File: src/rtl/udp_parse_ctrl.sv
// udp_parse_ctrl: byte-serial Ethernet/IPv4/UDP header walker.
// Pops frame bytes from a FWFT FIFO, validates the ETH/IP/UDP headers and
// streams only the UDP payload to the output FIFO with zero latency.
module udp_parse_ctrl #(
  parameter int          CNT_WIDTH   = 16,
  parameter bit          FILTER_PORT = 1'b0,
  parameter logic [15:0] DST_PORT    = 16'h0000
) (
  input  logic                 clock,
  input  logic                 reset_n,
  input  logic [7:0]           in_dout,
  input  logic                 in_sof,
  input  logic                 in_eof,
  input  logic                 in_empty,
  output logic                 in_rd_en,
  output logic [7:0]           out_din,
  output logic                 out_sof,
  output logic                 out_eof,
  output logic                 out_wr_en,
  input  logic                 out_full,
  output logic                 hdr_valid,
  output logic [31:0]          ip_src,
  output logic [31:0]          ip_dst,
  output logic [15:0]          udp_src,
  output logic [15:0]          udp_dst,
  output logic [15:0]          udp_len,
  output logic                 pkt_drop,
  output logic [CNT_WIDTH-1:0] pkt_cnt,
  output logic [CNT_WIDTH-1:0] drop_cnt
);

  localparam logic [15:0] IP_PROTOCOL_DEF      = 16'h0800;
  localparam logic [3:0]  IP_VERSION_DEF       = 4'd4;
  localparam logic [3:0]  IP_HEADER_LENGTH_DEF = 4'd5;
  localparam logic [7:0]  UDP_PROTOCOL_DEF     = 8'h11;
  localparam logic [CNT_WIDTH-1:0] HDR_LAST    = CNT_WIDTH'(41);

  typedef enum logic [2:0] {S_IDLE, S_HDR, S_PAYLOAD, S_TRAIL, S_DROP} state_t;

  state_t               state_q, state_d;
  logic [CNT_WIDTH-1:0] byte_cnt_q, byte_cnt_d;
  logic [CNT_WIDTH-1:0] pay_cnt_q, pay_cnt_d;
  logic [7:0]           eth_hi_q, eth_hi_d;
  logic [31:0]          cap_ip_src_q, cap_ip_src_d, cap_ip_dst_q, cap_ip_dst_d;
  logic [15:0]          cap_udp_src_q, cap_udp_src_d, cap_udp_dst_q, cap_udp_dst_d;
  logic [15:0]          cap_udp_len_q, cap_udp_len_d;
  logic [31:0]          ip_src_q, ip_src_d, ip_dst_q, ip_dst_d;
  logic [15:0]          udp_src_q, udp_src_d, udp_dst_q, udp_dst_d, udp_len_q, udp_len_d;
  logic                 hdr_valid_q, hdr_valid_d, pkt_drop_q, pkt_drop_d;
  logic [CNT_WIDTH-1:0] pkt_cnt_q, pkt_cnt_d, drop_cnt_q, drop_cnt_d;

  logic                 hdr_fail_s;
  logic [15:0]          pay_len_s;
  logic                 pay_last_s;

  // Counters stick at all-ones instead of wrapping.
  function automatic logic [CNT_WIDTH-1:0] sat_inc(input logic [CNT_WIDTH-1:0] v);
    sat_inc = (&v) ? v : v + CNT_WIDTH'(1);
  endfunction

  // Payload framing and FIFO handshakes; forced low while reset is held.
  assign pay_len_s  = cap_udp_len_q - 16'd8;
  assign pay_last_s = (pay_cnt_q == CNT_WIDTH'(pay_len_s - 16'd1));
  assign in_rd_en   = reset_n && !in_empty && ((state_q != S_PAYLOAD) || !out_full);
  assign out_wr_en  = in_rd_en && (state_q == S_PAYLOAD);
  assign out_din    = out_wr_en ? in_dout : 8'h00;
  assign out_sof    = out_wr_en && (pay_cnt_q == '0);
  assign out_eof    = out_wr_en && (pay_last_s || in_eof);

  // Header field check evaluated on the byte that completes each field.
  always_comb begin
    hdr_fail_s = 1'b0;
    case (byte_cnt_q)
      CNT_WIDTH'(13): hdr_fail_s = ({eth_hi_q, in_dout} != IP_PROTOCOL_DEF);
      CNT_WIDTH'(14): hdr_fail_s = (in_dout[7:4] != IP_VERSION_DEF) ||
                                   (in_dout[3:0] != IP_HEADER_LENGTH_DEF);
      CNT_WIDTH'(23): hdr_fail_s = (in_dout != UDP_PROTOCOL_DEF);
      CNT_WIDTH'(37): hdr_fail_s = FILTER_PORT && ({cap_udp_dst_q[7:0], in_dout} != DST_PORT);
      CNT_WIDTH'(39): hdr_fail_s = ({cap_udp_len_q[7:0], in_dout} < 16'd8);
      default:        hdr_fail_s = 1'b0;
    endcase
  end

  // Next-state, field capture and counter logic for the parse sequencer.
  always_comb begin
    state_d       = state_q;
    byte_cnt_d    = byte_cnt_q;
    pay_cnt_d     = pay_cnt_q;
    eth_hi_d      = eth_hi_q;
    cap_ip_src_d  = cap_ip_src_q;
    cap_ip_dst_d  = cap_ip_dst_q;
    cap_udp_src_d = cap_udp_src_q;
    cap_udp_dst_d = cap_udp_dst_q;
    cap_udp_len_d = cap_udp_len_q;
    ip_src_d      = ip_src_q;
    ip_dst_d      = ip_dst_q;
    udp_src_d     = udp_src_q;
    udp_dst_d     = udp_dst_q;
    udp_len_d     = udp_len_q;
    hdr_valid_d   = 1'b0;
    pkt_drop_d    = 1'b0;
    pkt_cnt_d     = pkt_cnt_q;
    drop_cnt_d    = drop_cnt_q;
    case (state_q)
      S_IDLE: begin
        if (in_rd_en && in_sof && in_eof) begin
          pkt_drop_d = 1'b1;
          drop_cnt_d = sat_inc(drop_cnt_q);
        end else if (in_rd_en && in_sof) begin
          state_d    = S_HDR;
          byte_cnt_d = CNT_WIDTH'(1);
        end else begin
          state_d = S_IDLE;
        end
      end
      S_HDR: begin
        if (in_rd_en) begin
          byte_cnt_d = byte_cnt_q + CNT_WIDTH'(1);
          // Multi-byte fields are big-endian, so shift each byte in from the right.
          case (byte_cnt_q)
            CNT_WIDTH'(12): eth_hi_d = in_dout;
            CNT_WIDTH'(26), CNT_WIDTH'(27), CNT_WIDTH'(28), CNT_WIDTH'(29):
              cap_ip_src_d = {cap_ip_src_q[23:0], in_dout};
            CNT_WIDTH'(30), CNT_WIDTH'(31), CNT_WIDTH'(32), CNT_WIDTH'(33):
              cap_ip_dst_d = {cap_ip_dst_q[23:0], in_dout};
            CNT_WIDTH'(34), CNT_WIDTH'(35): cap_udp_src_d = {cap_udp_src_q[7:0], in_dout};
            CNT_WIDTH'(36), CNT_WIDTH'(37): cap_udp_dst_d = {cap_udp_dst_q[7:0], in_dout};
            CNT_WIDTH'(38), CNT_WIDTH'(39): cap_udp_len_d = {cap_udp_len_q[7:0], in_dout};
            default: eth_hi_d = eth_hi_q;
          endcase
          if (hdr_fail_s || (in_eof && (byte_cnt_q != HDR_LAST))) begin
            pkt_drop_d = 1'b1;
            drop_cnt_d = sat_inc(drop_cnt_q);
            state_d    = in_eof ? S_IDLE : S_DROP;
          end else if (byte_cnt_q == HDR_LAST) begin
            // Publish the shadow fields so outputs hold steady through the next header.
            hdr_valid_d = 1'b1;
            pkt_cnt_d   = sat_inc(pkt_cnt_q);
            ip_src_d    = cap_ip_src_q;
            ip_dst_d    = cap_ip_dst_q;
            udp_src_d   = cap_udp_src_q;
            udp_dst_d   = cap_udp_dst_q;
            udp_len_d   = cap_udp_len_q;
            pay_cnt_d   = '0;
            if (in_eof) begin
              state_d    = S_IDLE;
              pkt_drop_d = (cap_udp_len_q != 16'd8);
            end else begin
              state_d = (cap_udp_len_q == 16'd8) ? S_TRAIL : S_PAYLOAD;
            end
          end else begin
            state_d = S_HDR;
          end
        end else begin
          state_d = S_HDR;
        end
      end
      S_PAYLOAD: begin
        if (in_rd_en) begin
          pay_cnt_d = pay_cnt_q + CNT_WIDTH'(1);
          if (in_eof) begin
            state_d    = S_IDLE;
            pkt_drop_d = !pay_last_s;
          end else if (pay_last_s) begin
            state_d = S_TRAIL;
          end else begin
            state_d = S_PAYLOAD;
          end
        end else begin
          state_d = S_PAYLOAD;
        end
      end
      S_TRAIL, S_DROP: begin
        if (in_rd_en && in_eof) begin
          state_d = S_IDLE;
        end else begin
          state_d = state_q;
        end
      end
      default: state_d = S_IDLE;
    endcase
  end

  // State and output registers; asynchronous reset clears everything.
  always_ff @(posedge clock or negedge reset_n) begin
    if (!reset_n) begin
      state_q       <= S_IDLE;
      byte_cnt_q    <= '0;
      pay_cnt_q     <= '0;
      eth_hi_q      <= 8'h00;
      cap_ip_src_q  <= 32'h0;
      cap_ip_dst_q  <= 32'h0;
      cap_udp_src_q <= 16'h0;
      cap_udp_dst_q <= 16'h0;
      cap_udp_len_q <= 16'h0;
      ip_src_q      <= 32'h0;
      ip_dst_q      <= 32'h0;
      udp_src_q     <= 16'h0;
      udp_dst_q     <= 16'h0;
      udp_len_q     <= 16'h0;
      hdr_valid_q   <= 1'b0;
      pkt_drop_q    <= 1'b0;
      pkt_cnt_q     <= '0;
      drop_cnt_q    <= '0;
    end else begin
      state_q       <= state_d;
      byte_cnt_q    <= byte_cnt_d;
      pay_cnt_q     <= pay_cnt_d;
      eth_hi_q      <= eth_hi_d;
      cap_ip_src_q  <= cap_ip_src_d;
      cap_ip_dst_q  <= cap_ip_dst_d;
      cap_udp_src_q <= cap_udp_src_d;
      cap_udp_dst_q <= cap_udp_dst_d;
      cap_udp_len_q <= cap_udp_len_d;
      ip_src_q      <= ip_src_d;
      ip_dst_q      <= ip_dst_d;
      udp_src_q     <= udp_src_d;
      udp_dst_q     <= udp_dst_d;
      udp_len_q     <= udp_len_d;
      hdr_valid_q   <= hdr_valid_d;
      pkt_drop_q    <= pkt_drop_d;
      pkt_cnt_q     <= pkt_cnt_d;
      drop_cnt_q    <= drop_cnt_d;
    end
  end

  assign ip_src    = ip_src_q;
  assign ip_dst    = ip_dst_q;
  assign udp_src   = udp_src_q;
  assign udp_dst   = udp_dst_q;
  assign udp_len   = udp_len_q;
  assign hdr_valid = hdr_valid_q;
  assign pkt_drop  = pkt_drop_q;
  assign pkt_cnt   = pkt_cnt_q;
  assign drop_cnt  = drop_cnt_q;

endmodule

File: config.mk
export PLATFORM = sky130hd
export DESIGN_NAME = udp_parse_ctrl
export DESIGN_NICKNAME = d
export VERILOG_FILES = /design/src/rtl/udp_parse_ctrl.sv
export SDC_FILE = /design/constraint.sdc
export NUM_CORES = 1
export LEC_CHECK = 0
export CAP_MARGIN = 20
export CORE_ASPECT_RATIO = 2
export CORE_MARGIN = 8
export CORE_UTILIZATION = 40
export DETAILED_ROUTE_END_ITERATION = 8
export SETUP_SLACK_MARGIN = 0.15
export SLEW_MARGIN = 20
export SYNTH_ARGS = -nofsm -noshare
export SYNTH_HDL_FRONTEND = slang
export SYNTH_SLANG_ARGS = --single-unit
File: constraint.sdc
create_clock -name clock -period 3.98 [get_ports clock]
set_input_delay 0.796 -clock clock [delete_from_list [all_inputs] [get_ports clock]]
set_output_delay 0.796 -clock clock [all_outputs]
set_load 0.005 [all_outputs]
# After elaboration in Yosys (flattened, before gate mapping)
# Index checks and enable logic that the tools add are counted.
# Widths: inputs -> output; s select.
dict set report classes {
  bitwise_logic 2
  n_reduce_logical 40
  magnitude_cmp 1
  addsub 6
  eq_ne 41
  n_mux 41
}
# op n
set ops {}
lappend ops {{$mux 16} 11}
lappend ops {{$eq 16x6->1 const B} 9}
lappend ops {{$eq 16x5->1 const B} 7}
lappend ops {{$pmux 16 s2} 3}
lappend ops {{$add 16x1->16 const B} 4}
lappend ops {{$eq 16x4->1 const B} 4}
lappend ops {{$reduce_and 16->1} 2}
lappend ops {{$mux 3} 7}
lappend ops {{$ne 2x2->1 const B} 9}
lappend ops {{$reduce_and 3->1} 6}
lappend ops {{$eq 16x16->1} 1}
lappend ops {{$logic_not 16->1} 1}
lappend ops {{$lt 16x4->1 const B} 1}
lappend ops {{$ne 16x12->1 const B} 1}
lappend ops {{$ne 16x4->1 const B} 1}
lappend ops {{$ne 16x6->1 const B} 1}
lappend ops {{$sub 16x1->16 const B} 1}
lappend ops {{$sub 16x4->16 const B} 1}
lappend ops {{$mux 1} 14}
lappend ops {{$pmux 3 s4} 1}
lappend ops {{$reduce_and 4->1} 3}
lappend ops {{$reduce_and 5->1} 2}
lappend ops {{$logic_and 1x1->1} 9}
lappend ops {{$mux 8} 1}
lappend ops {{17 further kinds} 31}
dict set report totals {
  wordCells 149
  out_inout_bits 158
  register_bits 301
  input_bits 14
}

# Depth between registers and ports, before layout
# Gate-level depths: netlist of run 1.
dict set report depth {
  depth_word 7
  depth_mapped 10
  depth_no_buf 9
}

# Least setup slack after synthesis of run 1
# Ideal clock, no wire load.
dict set report synth_path {
  path_type {flip-flop to output port}
  startpoint {register cap_udp_len_q[5]}
  endpoint {output out_eof}
  path_stages_with_launch 10
  arrival_time_ns 2.221
  n_path_buf 2
  setup_slack_ns 0.963
  t_required_ns 3.184
  cell_sequence {dfrtp_1 > buf_6 > or4_4 > buf_6 > a2111oi_4 > mux2i_1 > mux2i_1 > a22oi_1 > nor3_1 > o21a_1}
}
dict set report synth_between {
  elab_chain_cells 5
}
# item line_no
set synth_rtl {}
lappend synth_rtl {{start: declaration} 46} ;# logic [15:0] cap_udp_len_q, cap_udp_len_d;
lappend synth_rtl {{start signal: assignment} 214} ;# cap_udp_len_q <= cap_udp_len_d;
lappend synth_rtl {{$sub 16x4->16} 62} ;# assign pay_len_s = cap_udp_len_q - 16'd8;
lappend synth_rtl {{$sub 16x1->16} 63} ;# assign pay_last_s = (pay_cnt_q == CNT_WIDTH'(pay_len_s - 16'd1));
lappend synth_rtl {{$eq 16x16->1} 63}
lappend synth_rtl {{$logic_or 1x1->1} 68} ;# assign out_eof = out_wr_en && (pay_last_s || in_eof);
lappend synth_rtl {{$logic_and 1x1->1} 68}
lappend synth_rtl {{end: declaration} 18} ;# output logic out_eof,
# No other way between the ends.

# Final worst setup path of run 1
# Ends and elaborated chain as after synthesis.

==> results of run 1 <==
-- layer usage --
metal / vias up / share of wire / GRT usage / wire length [um]
met5: - / 0.00040 / 0 / 13
met2: 185 / 0.54 / 0.309 / 17500
met3: 57 / 0.049 / 0.0285 / 1580
li1: 3856 / - / - / -
met4: 2 / 0.031 / 0.0623 / 997
met1: 4295 / 0.38 / 0.183 / 12100
-- critical path, delay by kind of cell, from the launching register on --
| kind | cells | cell delay [ns] |
|---|---|---|
| flops | 1 | 0.44 |
| xor+xnor | 1 | 0.17 |
| mux | 1 | 0.11 |
| simple gates | 2 | 0.68 |
| compound gates | 3 | 0.63 |
| buf+inv | 3 | 0.45 |
-- layout make-up --
cell class,count,share of cell area
clock buffer,39,0.0483
sequential,301,0.454
inverter,14,0.00316
clock inverter,12,0.0136
timing repair buffer,225,0.129
tap,427,0.0322
multi-input combinational,613,0.320
-- through the flow --
stage / util / setup WS (ns)
after global placement: 0.477 / 0.173
final: 0.517 / 0.165
after detailed placement: 0.477 / 0.133
after global routing: 0.517 / 0.00426
after floorplan: - / 0.963
after CTS: 0.514 / 0.135
-- how the worst max path moves through the flow --
stage                     slack (ns)          to  cells after the start
after floorplan                 0.96     out_eof                      9
after global placement          0.17     out_eof                      9
after detailed placement        0.13     out_eof                      9
after CTS                       0.14  state_q[0]                     20
after global routing           0.004     out_eof                     10
final                           0.16     out_eof                     10
-- power groups by stage --
stage	combinational, mW	sequential [mW]	clock [mW]
4_1_cts	0.517	3.23	3.06
2_1_floorplan	0.301	3.24	0
3_5_place_dp	0.513	3.29	0
5_1_grt	0.573	3.24	3.19
6_report	0.507	3.23	2.96
3_3_place_gp	0.507	3.29	0
-- cell families after synthesis --
family,Yosys count
XOR/XNOR,74
flip-flops,301
multiplexers,237
AND/OR/NAND/NOR,241
AO/OA/AOI/OAI,52
buffers and inverters,59
adder cells (fa/ha/maj),9
-- state kept, by name, summed over array words and instances, names as in the netlist, 16 cells and up --
signal	flops
byte_cnt_q	16
cap_ip_dst_q	32
cap_ip_src_q	32
cap_udp_dst_q	16
cap_udp_len_q	16
cap_udp_src_q	16
drop_cnt	16
ip_dst	32
ip_src	32
pay_cnt_q	16
pkt_cnt	16
udp_dst	16
udp_len	16
udp_src	16
-- cells in the mapped netlist (2+ instances only) --
library cell | number | area, um^2
a21o_1 | 2 | 15.0
o31a_1 | 3 | 26.3
nand2_1 | 40 | 150
nor3_2 | 4 | 40.0
o31ai_1 | 3 | 22.5
a21oi_1 | 5 | 25.0
mux2_2 | 212 | 2390
buf_4 | 2 | 15.0
inv_1 | 13 | 48.8
a22oi_1 | 4 | 30.0
or4b_2 | 2 | 20.0
nand2b_1 | 7 | 43.8
dfrtp_1 | 301 | 7530
nor4_1 | 10 | 62.6
nand3b_1 | 5 | 37.5
clkbuf_1 | 27 | 101
mux2_1 | 21 | 236
xor2_1 | 42 | 368
nor2_2 | 6 | 37.5
nor2b_1 | 6 | 37.5
mux2i_1 | 4 | 40.0
nand4_1 | 19 | 119
or3_1 | 3 | 18.8
nor3_1 | 18 | 90.1
nand3_1 | 30 | 150
a211o_1 | 2 | 17.5
buf_6 | 4 | 45.0
buf_2 | 11 | 55.1
and4_1 | 4 | 35.0
nor2_1 | 44 | 165
nor4b_1 | 9 | 78.8
xnor2_1 | 32 | 280
ha_1 | 9 | 113
and3_1 | 11 | 68.8
and2_1 | 11 | 68.8
o21ai_0 | 16 | 80.1
o21a_1 | 2 | 15.0
-- repair_timing --
item / CTS / global route
pin swaps: 6 / 6
endpoints found under the setup margin: 1 / 9
resized for setup: 20 / 7
buffers inserted: 16 / 10
cloned: 0 / 0
==> out/qor.yml, run 1 <==
maxCapViolations: 0
max_clock_freq_ghz: 0.262
crit_path_max_fanout: 6
post-route-min-period_ns: 3.82
drt_pass1_iterations: 4
vdd_ir_drop_max_v: 0.000400
startpoint: "cap_udp_len_q[5]"
pin_count_of_the_biggest_net_entering_global_routing: 185
adder_cell_fraction_of_synth_area: 0.00864
cts_hold_repair.buffers: 0
report.final.slew_viol_count: 0
category_of_the_worst_setup_path_launch_point: "register"
synth.avg_cell_area_um2: 13.4
placedCellCount: 1554
via_per_inst: 5.15
min_period_over_period: 0.959
switching_share: 0.236
layout.cells.most_common: "dfrtp_1"
synth.yosys.seq_area_share: 0.578
switchingPower_mw: 1.58
setup_repair_after_global_routing_missed_its_margin: "yes"
outcome: "finished, final reports clean"
io_buffer_count: 171
nFillCells: 2869
seq_power_share: 0.482
timing.critical_path.slowest_stage_cell: "or4_4"
reg2regPathDepth: 20
synthesis.instances: 973
timing.critical_path.mode_cell: "buf_4"
clockRootBuffer: "clkbuf_16"
synth_simple_gate_area_share: 0.107
power_report.internal_total_mw: 5.12
die_x_um: 144
htree_levels: 1
core_area_mm2: 0.0321
finalWeightedCongestion: 0.815
tritoncts_num_sinks: 301
cellPowerDensity_mw_per_mm2: 403
nNetsFinal: 1206
floorplan.die.height_um: 271
cp.required_ns: 3.18
clk_latency_ns: 0.55
cpPeakStageDelay_ns: 0.60
yosys_most_used_dff: "dfrtp_1"
average_wire_length_per_cell_after_detail_routing_um: 19.7
layout.cells.most_common_list: "dfrtp_1 (294), mux2_2 (212), clkdlybuf4s50_1 (169)"
yosysWarningCount: 0
power_leakage_nw: 7.90
p_comb_frac: 0.076
tightest_slew_ns: 1.00
floorplan.die_area_mm2: 0.0390
drtAntennaViolNets: 0
final_cells: 1631
grt.total_usage: 0.167
regToRegEndpoint: "state_q[0]"
final.setup_skew_ns: 0.0228
post_synth_mux_area_share: 0.204
critPathArrivalTime_ns: 3.02
vias_after_detailed_routing: 8395
rr_startpoint: "cap_udp_len_q[0]"
io-pin-count: 172
cts_tree: "built"
global_route_wire_length_before_repair_um: 51100
finalHoldWorstSlack_ns: 0.415
register_bit_total_from_synthesis: 301
main_combinational_cell_family_by_area_after_synthesis: "multiplexers"
syn-cell-area_mm2: 0.0130
detail_route.iter0.violations: 330
timing_worst_setup_path_type: "register to output port"
multiInputGateArea_mm2: 0.00532
flow.area_growth_from_synthesis_pct: 27.5
first_global_vias: 8901
yosysUniqueCellTypes: 66
global_route.overflow_total: 0
synth_compound_gate_area_share: 0.0312
dpl_cell_area_mm2: 0.0153
initial_core_util: 0.406
report.final.setup_viol: 0
timing.slew.headroom: 0.330
rows: 93
report.power.total_mw: 6.70
layout-drive-gt1-share: 0.302
cts_inserted_buffers: 28
dp_hpwl_um: 22400
clk_pin_slew_ns: 0.06
hold_class: "input pin to asynchronous set/reset pin"
register_area_mm2: 0.00754
antenna_found_initial: 1
timing.setup.tns_ns: 0
final_cell_area_mm2: 0.0166
crit_path_cell_trace: "or4_4 -> a2111oi_4 -> buf_4 -> xor2_1 -> mux2i_1 -> a22oi_2 -> nor3_2 -> buf_4 -> o21a_1 -> buf_2"
ff2ff_setup_slack_ns: 0.20
synth.net_count: 996
count_of_flip_flops_with_a_built_in_enable_after_synthesis: 0
async_reset_ff_frac: 1.00
clock_power_share: 0.442
finalHoldViolCount: 0
synth-xor-area-share: 0.0497
routed_wl_um: 32200
cts_max_path_bufs: 3
antenna_cells_inserted: 0
remaining_drc_errors: 0
critical_path.endpoint_type: "output port"
Note: power is estimated with default switching activity, not from simulation.
==> run 2, diff against run 1 <==
--- a/config.mk
+++ b/config.mk
@@ -5,11 +5,12 @@
 export SDC_FILE = /design/constraint.sdc
 export NUM_CORES = 1
 export LEC_CHECK = 0
-export CAP_MARGIN = 20
+export CAP_MARGIN = 25
 export CORE_ASPECT_RATIO = 2
 export CORE_MARGIN = 8
 export CORE_UTILIZATION = 40
 export DETAILED_ROUTE_END_ITERATION = 8
+export PLACE_DENSITY_LB_ADDON = 0.08
 export SETUP_SLACK_MARGIN = 0.15
 export SLEW_MARGIN = 20
 export SYNTH_ARGS = -nofsm -noshare
==> run 2 against run 1 <==
  * Worst hold slack got worse by 0.32 ns
  * Largest cell class unchanged
  * Critical path type is now register to register
  * Largest power group unchanged
  * Non-clock buffer count increased by 7
  * Clock power decreased by 8.8%
  * Highest routed layer is now met4
  * Core utilization increased by 0.12 points
  * Worst setup slack improved by 0.016 ns
==> out/qor.yml, run 2 (synthesis gave the netlist of run 1 again) <==
outcome: "finished, final reports clean"
rr_startpoint: "cap_udp_len_q[10]"
cts_max_path_bufs: 3  # unchanged
maxCapViolations: 0  # unchanged
io-pin-count: 172  # unchanged
critPathArrivalTime_ns: 4.29  # +1.27 ns
seq_power_share: 0.503  # +0.021
floorplan.die_area_mm2: 0.0390  # unchanged
antenna_found_initial: 1  # unchanged
dp_hpwl_um: 22200  # -0.91%
grt.total_usage: 0.164  # -0.00293
category_of_the_worst_setup_path_launch_point: "register"
crit_family: "simple AND/OR/NAND/NOR gates"
vias_after_detailed_routing: 8335  # -0.71%
startpoint: "cap_udp_len_q[10]"
global_route_wire_length_before_repair_um: 50300  # -1.6%
cts_hold_repair.buffers: 0  # unchanged
ff2ff_setup_slack_ns: 0.18  # -0.02 ns
register_area_mm2: 0.00754  # unchanged
rows: 93  # unchanged
timing.slew.headroom: 0.396  # +0.0654
clk_pin_slew_ns: 0.07  # about the same
io_buffer_count: 171  # unchanged
drt_pass1_iterations: 4  # unchanged
routed_wl_um: 31800  # -1.3%
switchingPower_mw: 1.55  # -2.1%
report.final.slew_viol_count: 0  # unchanged
htree_levels: 1  # unchanged
timing_worst_setup_path_type: "register to register"
crit_path_max_fanout: 7  # +1
die_x_um: 144  # unchanged
power_leakage_nw: 7.93  # +0.41%
clk_latency_ns: 0.55  # about the same
clockRootBuffer: "clkbuf_16"
cts_tree: "built"
critical_path.endpoint_type: "register"
cpPeakStageDelay_ns: 0.61  # about the same
finalWeightedCongestion: 0.799  # -2.0%
pin_count_of_the_biggest_net_entering_global_routing: 163  # -12%
timing.critical_path.mode_cell: "buf_6"
via_per_inst: 5.09  # -1.1%
remaining_drc_errors: 0  # unchanged
tritoncts_num_sinks: 301  # unchanged
floorplan.die.height_um: 271  # unchanged
vdd_ir_drop_max_v: 0.000356  # -11%
first_global_vias: 8946  # +0.51%
timing.critical_path.slowest_stage_cell: "or4_4"
cp.required_ns: 4.47  # +1.29 ns
power_report.internal_total_mw: 4.88  # -4.7%
cts_inserted_buffers: 28  # unchanged
tightest_slew_ns: 0.907  # -0.0981 ns
hold_class: "input pin to asynchronous set/reset pin"
nNetsFinal: 1213  # +0.58%
report.power.total_mw: 6.43  # -4.1%
switching_share: 0.241  # +0.00493
max_clock_freq_ghz: 0.263  # +0.42%
setup_repair_after_global_routing_missed_its_margin: "yes"
global_route.overflow_total: 0  # unchanged
initial_core_util: 0.406  # unchanged
finalHoldViolCount: 0  # unchanged
worst_path_buffer_plus_inverter_count: 13  # +10
report.final.setup_viol: 0  # unchanged
layout.cells.most_common: "dfrtp_1"
core_area_mm2: 0.0321  # unchanged
crit_path_cell_trace: "or4_4 -> nor4_4 -> xnor2_1 -> a31o_1 -> nand4_1 -> buf_4 -> buf_6 -> buf_6 -> buf_6 -> buf_6 -> buf_6 -> buf_6 -> buf_6 -> buf_6 -> buf_6 -> buf_6 -> buf_6 -> buf_6 -> nor4_4 -> o21a_1"
cellPowerDensity_mw_per_mm2: 386  # -4.3%
timing.setup.tns_ns: 0  # unchanged
clock_power_share: 0.419  # -0.023
p_comb_frac: 0.078  # +0.002
regToRegEndpoint: "state_q[0]"
detail_route.iter0.violations: 302  # -8.5%
multiInputGateArea_mm2: 0.00534  # +0.33%
layout.cells.most_common_list: "dfrtp_1 (294), mux2_2 (212), clkdlybuf4s50_1 (169)"
nFillCells: 2886  # +0.59%
layout-drive-gt1-share: 0.308  # +0.00594
drtAntennaViolNets: 0  # unchanged
final.setup_skew_ns: 0.0210  # -0.00176 ns
reg2regPathDepth: 20  # unchanged
min_period_over_period: 0.955  # -0.00397
post-route-min-period_ns: 3.80  # -0.0158 ns
average_wire_length_per_cell_after_detail_routing_um: 19.4  # -1.8%
flow.area_growth_from_synthesis_pct: 27.8
==> run 2: cell count changes in the layout (fill, tap and decap cells not counted), moves of 2 or more <==
cell       before  now
clkbuf_8        6    9
clkinv_2        4    6
buf_6           0   13
bufinv_16       6    1
buf_4          52   45
==> run 2: timing repair <==
| action | CTS | global route |
|---|---|---|
| pin swaps | 6 | 16 |
| setup buffers | 23 | 6 |
| gates resized for setup | 21 | 23 |
| cloned | 0 | 0 |
| endpoints found under the setup margin | 1 | 2 |
==> run 2: layout make-up <==
class / instances / area share
flip-flops and latches: 301 / 0.453
multi-input cells: 613 / 0.320
repair buffers: 232 / 0.135
clock buffers: 42 / 0.0519
well taps: 427 / 0.0321
clock inverters: 8 / 0.00406
inverters: 14 / 0.00316
diodes: 1 / 0.000150
==> run 2: worst max path at each step <==
stage,to,slack [ns],cells after the start
after floorplan,out_eof,0.96,9
after global placement,out_eof,0.27,9
after detailed placement,out_eof,0.27,11
after CTS,state_q[0],0.12,20
after global routing,state_q[0],0.11,20
final,state_q[0],0.18,20
==> run 2: through the flow <==
| step | cell area [um^2] | hold WS, ns | instances | util | worst slack, ns |
|---|---|---|---|---|---|
| after floorplan | 13000 | 0.452 | 973 | - | 0.963 |
| after global placement | 15300 | 0.462 | 1558 | 0.478 | 0.270 |
| after detailed placement | 15300 | 0.468 | 1558 | 0.478 | 0.270 |
| after CTS | 16500 | 0.0724 | 1631 | 0.514 | 0.121 |
| after global routing | 16700 | 0.0852 | 1638 | 0.519 | 0.105 |
| final | 16700 | 0.0941 | 1638 | 0.519 | 0.180 |
==> run 2: worst register-to-register path, stage by stage (launching register included) <==
cell and delay (ns):
dfrtp_2 0.45, or4_4 0.61, nor4_4 0.27, xnor2_1 0.15, a31o_1 0.17, nand4_1 0.15, buf_4 0.17, buf_6 0.10
buf_6 0.10, buf_6 0.10, buf_6 0.10, buf_6 0.10, buf_6 0.10, buf_6 0.10, buf_6 0.10, buf_6 0.10
buf_6 0.10, buf_6 0.10, buf_6 0.11, nor4_4 0.36, o21a_1 0.19
==> run 2: layer usage <==
metal / share of wire / up-vias / global-route usage
li1: - / 3871 / -
met1: 0.38 / 4264 / 0.179
met3: 0.046 / 41 / 0.0273
met4: 0.030 / 0 / 0.0607
met5: 0 / - / 0
met2: 0.55 / 159 / 0.306
==> run 2: power by group through the flow <==
stage / clock, mW / sequential [mW] / combinational [mW]
CTS: 2.81 / 3.23 / 0.514
floorplan: 0 / 3.24 / 0.301
detailed placement: 0 / 3.29 / 0.513
global placement: 0 / 3.29 / 0.506
finish: 2.70 / 3.23 / 0.503
global route: 2.92 / 3.24 / 0.566
